==> src/rtl/dmem_pkg.sv <==
// Shared types and constants for the data-memory arbiter and its helpers.
package dmem_pkg;

   localparam int DMEM_ADDR_W = 12;
   localparam int DMEM_DATA_W = 32;

   // Arbiter state: idle, host waiting behind the CPU, or CPU held off for the host
   typedef enum logic [1:0] {
      IDLE = 2'd0,
      WAIT = 2'd1,
      HOLD = 2'd2
   } arb_state_e;

   // One memory access as presented to the single dmem port
   typedef struct packed {
      logic                   we;
      logic [DMEM_ADDR_W-1:0] addr;
      logic [DMEM_DATA_W-1:0] wdata;
   } dmem_req_t;

endpackage

==> src/rtl/starve_counter.sv <==
// 8-bit saturating counter of host-blocked cycles. hit_o looks at the value the
// counter is about to take, so the arbiter can register cpu_hold in the same
// cycle the threshold is reached.
module starve_counter #(
   parameter int unsigned MAX = 15
) (
   input  logic clk,
   input  logic rst_n,
   input  logic inc_i,
   input  logic clr_i,
   output logic hit_o
);

   localparam logic [7:0] MAX_C = 8'(MAX);

   logic [7:0] count_q;
   logic [7:0] count_d;

   // Next count: clear wins over increment, increment stops at 0xFF
   always_comb begin
      count_d = count_q;
      if (clr_i) begin
         count_d = 8'd0;
      end else if (inc_i && (count_q != 8'hFF)) begin
         count_d = count_q + 8'd1;
      end
      hit_o = (count_d >= MAX_C);
   end

   // Counter register
   always_ff @(posedge clk or negedge rst_n) begin
      if (!rst_n) begin
         count_q <= 8'd0;
      end else begin
         count_q <= count_d;
      end
   end

endmodule

==> src/rtl/dmem_arbiter.sv <==
// Shares the single-port data memory between the CPU MM stage and a host port.
// The CPU always wins; a starvation FSM raises cpu_hold so the host eventually
// gets a slot.
module dmem_arbiter
   import dmem_pkg::*;
#(
   parameter int unsigned ADDR_W     = DMEM_ADDR_W,
   parameter int unsigned DATA_W     = DMEM_DATA_W,
   parameter int unsigned STARVE_MAX = 15
) (
   input  logic              clk,
   input  logic              rst_n,
   input  logic              cpu_req,
   input  logic              cpu_we,
   input  logic [ADDR_W-1:0] cpu_addr,
   input  logic [DATA_W-1:0] cpu_wdata,
   output logic [DATA_W-1:0] cpu_rdata,
   output logic              cpu_hold,
   input  logic              host_req_valid,
   output logic              host_req_ready,
   input  logic              host_we,
   input  logic [ADDR_W-1:0] host_addr,
   input  logic [DATA_W-1:0] host_wdata,
   output logic              host_rsp_valid,
   output logic [DATA_W-1:0] host_rsp_data,
   output logic [ADDR_W-1:0] mem_addr,
   output logic              mem_we,
   output logic [DATA_W-1:0] mem_wdata,
   input  logic [DATA_W-1:0] mem_rdata,
   output logic              err_collision
);

   arb_state_e        state_q;
   logic              cpu_hold_q;
   logic              err_collision_q;
   logic              rsp_pend_q;
   logic              rsp_is_rd_q;
   logic [ADDR_W-1:0] addr_q;

   logic      accept;
   logic      cnt_inc;
   logic      cnt_clr;
   logic      cnt_hit;
   dmem_req_t cpu_r;
   dmem_req_t host_r;
   dmem_req_t grant_r;

   // Grant: CPU first, then an accepted host request, otherwise keep the address
   always_comb begin
      host_req_ready = !cpu_req;
      accept         = host_req_valid && host_req_ready;
      cpu_r          = '{we: cpu_we, addr: cpu_addr, wdata: cpu_wdata};
      host_r         = '{we: host_we, addr: host_addr, wdata: host_wdata};
      grant_r        = '{we: 1'b0, addr: addr_q, wdata: '0};
      if (cpu_req) begin
         grant_r = cpu_r;
      end else if (accept) begin
         grant_r = host_r;
      end
      mem_addr  = grant_r.addr;
      mem_we    = grant_r.we;
      mem_wdata = grant_r.wdata;
   end

   // Starvation counting: every blocked cycle outside HOLD counts; any accept
   // or an abandoned request resets the count
   always_comb begin
      cnt_inc = host_req_valid && !accept && (state_q != HOLD);
      cnt_clr = accept || !host_req_valid;
   end

   starve_counter #(
      .MAX (STARVE_MAX)
   ) u_starve_counter (
      .clk   (clk),
      .rst_n (rst_n),
      .inc_i (cnt_inc),
      .clr_i (cnt_clr),
      .hit_o (cnt_hit)
   );

   // Starvation FSM with registered cpu_hold
   always_ff @(posedge clk or negedge rst_n) begin
      if (!rst_n) begin
         state_q    <= IDLE;
         cpu_hold_q <= 1'b0;
      end else begin
         case (state_q)
            IDLE, WAIT: begin
               if (!host_req_valid || accept) begin
                  state_q    <= IDLE;
                  cpu_hold_q <= 1'b0;
               end else if (cnt_hit) begin
                  state_q    <= HOLD;
                  cpu_hold_q <= 1'b1;
               end else begin
                  state_q    <= WAIT;
                  cpu_hold_q <= 1'b0;
               end
            end
            HOLD: begin
               // A colliding CPU keeps the slot; the host keeps waiting in HOLD
               if (!host_req_valid || accept) begin
                  state_q    <= IDLE;
                  cpu_hold_q <= 1'b0;
               end else begin
                  state_q    <= HOLD;
                  cpu_hold_q <= 1'b1;
               end
            end
            default: begin
               state_q    <= IDLE;
               cpu_hold_q <= 1'b0;
            end
         endcase
      end
   end

   // Host response tracking, held address and sticky collision flag
   always_ff @(posedge clk or negedge rst_n) begin
      if (!rst_n) begin
         rsp_pend_q      <= 1'b0;
         rsp_is_rd_q     <= 1'b0;
         addr_q          <= '0;
         err_collision_q <= 1'b0;
      end else begin
         rsp_pend_q  <= accept;
         rsp_is_rd_q <= accept && !host_we;
         if (cpu_req || accept) begin
            addr_q <= grant_r.addr;
         end
         if (cpu_req && cpu_hold_q) begin
            err_collision_q <= 1'b1;
         end
      end
   end

   // Outputs: read data is only forwarded for host reads
   always_comb begin
      cpu_rdata      = mem_rdata;
      cpu_hold       = cpu_hold_q;
      err_collision  = err_collision_q;
      host_rsp_valid = rsp_pend_q;
      host_rsp_data  = (rsp_pend_q && rsp_is_rd_q) ? mem_rdata : '0;
   end

endmodule

==> config.mk <==
export PLATFORM = sky130hd
export DESIGN_NAME = dmem_arbiter
export DESIGN_NICKNAME = d
export VERILOG_FILES = /design/src/rtl/dmem_pkg.sv /design/src/rtl/starve_counter.sv /design/src/rtl/dmem_arbiter.sv
export SDC_FILE = /design/constraint.sdc
export NUM_CORES = 1
export LEC_CHECK = 0
export CORE_MARGIN = 4
export CORE_UTILIZATION = 29
export CTS_BUF_LIST = sky130_fd_sc_hd__clkbuf_2
export CTS_CLUSTER_DIAMETER = 50
export DETAILED_ROUTE_END_ITERATION = 6
export PLACE_DENSITY = 0.88
export SLEW_MARGIN = 25
export SYNTH_ARGS = -nofsm -noshare
export SYNTH_HDL_FRONTEND = slang
export SYNTH_SLANG_ARGS = --single-unit
==> constraint.sdc <==
create_clock -name clk -period 2.6 [get_ports clk]
set_input_delay 0.52 -clock clk [delete_from_list [all_inputs] [get_ports clk]]
set_output_delay 0.52 -clock clk [all_outputs]
set_load 0.01 [all_outputs]
==> flow_metrics.tcl <==
set metrics [dict create \
    vias_per_cell 5.00 \
    ant_nets 0 \
    clockBufferDepth 2 \
    r2r_slack_ns 0.54 \
    die_area_um2 8840 \
    antenna_found_initial 0 \
    ys_seq_area_share_pct 29.2 \
    yosys_warnings 0 \
    worst-r2r-cell-count 7 \
    synth_edf_count 0 \
    crit_end "mem_addr[4]" \
    clk_pin_slew_ns 0.23 \
    timing.final.crit_share_pct 97.7 \
    grt_setup_unrepaired "false" \
    slew_headroom_pct 78.0 \
    gp_congestion 0.972 \
    p_leak_uw 0.00213 \
    cp_max_fo 4 \
    vias 2808 \
    hold_viol 0 \
    final_layout_size_suffix_gt1_share_pct 7.78 \
    synth_async_sr_flop_share_pct 100 \
    synth_ff_type "dfrtp_1" \
    setup_violations 0 \
    worst_slew_pin_slew_ns 0.330 \
    fin_skew_ns 0.00656 \
    routed_wl_um 10300 \
    antenna_cells 0 \
    grtUsageTotal_pct 20.7 \
    drc_errors 0 \
    clock-root-buffer "clkbuf_2" \
    syn_area_um2 2150 \
    syn_nets 383 \
    ir_drop_uv 199 \
    cap_viol_max_count 0 \
    synth_top_area_cell "dfrtp_1" \
    r2r_start "u_starve_counter.count_q[0]$_DFF_PN0_" \
    setup_slack_ns 0.0585 \
    period_needed_ns 2.54 \
    insertion_delay_ns 0.33 \
    place_inst 550 \
    crit_type "in -> out" \
    core-area_um2 7210 \
    cp-end-kind "output port" \
    grt_pass1_vias 2830 \
    cp.required_ns 2.08 \
    synth-seq-cells 25 \
    final_cells 562 \
    cts-htree-levels 1 \
    ys_top_cells_by_area "dfrtp_1, a22o_1, buf_4" \
    hp-class "reg -> reg" \
    overflow 0 \
    syn_area_per_cell_um2 8.38 \
    fmax_mhz 393 \
    hpwl_um 8630 \
    io-pin-count 239 \
    port_buffers 238 \
    startpoint "host_req_valid" \
    die_w_um 94.0 \
    first_pass_iters 4 \
    finalMaxSlewViolations 0 \
    syn_to_final_growth_pct 111 \
    cts_tree "built" \
    r2r-end "cpu_hold$_DFF_PN0_" \
    grt_pass1_wl_um 14300 \
    synth_cell_types 33 \
    grt_max_degree 53 \
    die_h_um 94.0 \
    syn_inst 256 \
    wl_per_cell_um 18.4 \
    nets 591 \
    initial_core_util_pct 29.7 \
    synth_top_area_share_pct 29.2 \
    cts_made_buffers 3 \
    cellPowerDensity_nw_per_um2 255 \
    row_count 31 \
    status "completed" \
    critPathArrivalTime_ns 2.02 \
    cts.sink_count 25 \
    setup.worst_path.start_class "input pin" \
    dp_slack_ns -0.105 \
    drt_iter0_drc 79 \
]
[worst max-delay path, cell delays in order]
cell and delay [ns]:
clkdlybuf4s50_1 0.53, buf_4 0.17, mux2i_1 0.22, o21ai_0 0.09
clkdlybuf4s50_1 0.49
[flip-flops by register name (all words and copies together), names as in the netlist]
signal and flops:
state_q 1, err_collision 1, addr_q 12, cpu_hold 1, host_rsp_valid 1, u_starve_counter.count_q 8
rsp_is_rd_q 1
[how the worst min path moves through the flow]
stage,startpoint,endpoint,slack (ns),depth (start not counted)
floorplan,rst_n,addr_q[0]$_DFFE_PN0P_,0.22,0
global placement,err_collision$_DFFE_PN0P_,err_collision$_DFFE_PN0P_,0.44,1
detailed placement,err_collision$_DFFE_PN0P_,err_collision$_DFFE_PN0P_,0.45,1
CTS,rst_n,addr_q[2]$_DFFE_PN0P_,0.48,2
global route,rst_n,u_starve_counter.count_q[5]$_DFF_PN0_,0.49,2
finish,err_collision$_DFFE_PN0P_,err_collision$_DFFE_PN0P_,0.49,1
[per-stage QoR]
stage	area (µm²)	setup TNS (ns)	total power (µW)	utilization [%]	hold WS, ns
5_1_grt	4530	0	1210	62.8	0.486
3_5_place_dp	4430	-2.40	1020	61.4	0.447
6_report	4530	0	1150	62.8	0.492
3_3_place_gp	4430	-1.83	1010	61.4	0.441
4_1_cts	4410	-0.0773	1150	61.2	0.479
2_1_floorplan	2150	0	630	-	0.224
[cells by family (layout without fill, tap and decap cells)]
group | Yosys count | in the layout | synth area share [%]
multiplexers | 13 | 13 | 6.06
AND/OR/NAND/NOR | 82 | 82 | 21.3
flip-flops | 25 | 25 | 29.2
adder cells (fa/ha/maj) | 1 | 1 | 0.583
buffers and inverters | 61 | 268 | 16.9
AO/OA/AOI/OAI | 74 | 74 | 26.0
[where the power goes]
group	switching, µW	total (µW)	internal (µW)	leakage [µW]
combinational	223	583	360	0.00179
sequential	9.16	419	410	0.000323
clock	116	150	34.9	0.0000164
total	348	1150	805	0.00213
[layer usage]
layer  up-vias  share of wire [%]  global-route usage, %
met4         0                2.4                   6.26
met5         -                  0                      0
met1      1314                 34                   20.9
li1       1331                  -                      -
met3        18                 11                   7.85
met2       145                 52                   38.9
[cell usage in the layout (no fill, tap or decap), types with 3 or more instances in the layout]
cell type	n
a22o_1	33
a311oi_1	4
a41oi_1	3
and2_1	3
and3_1	35
buf_4	17
clkbuf_2	3
clkdlybuf4s50_1	195
dfrtp_1	25
dlygate4sd2_1	33
dlymetal6s2s_1	9
inv_1	5
mux2i_1	10
mux2i_2	3
nand2_1	21
nor2_1	7
nor3_1	3
o21ai_0	24
[cell usage after synthesis, drive strengths merged (3+ instances only)]
master,number
buf,39
and3,37
a22o,33
dfrtp,25
o21ai,25
nand2,21
clkbuf,17
mux2i,13
nor2,7
a311oi,5
inv,5
a41oi,3
and2,3
nor2b,3
nor3,3
[area by class of cell]
type / instances / area, µm²
timing repair buffer: 259 / 2560
inverter: 5 / 18.8
sequential: 25 / 626
fill: 608 / 2690
multi-input combinational: 170 / 1180
clock inverter: 1 / 5.00
clock buffer: 3 / 15.0
tap: 99 / 124
[repair_timing]
item                                    CTS  global route
resized for setup                        35            13
gates cloned                              0             1
hold buffers                              0             0
endpoints found under the setup margin   37            11
setup buffers                             0             7
Power figures use the tool's default switching activity.
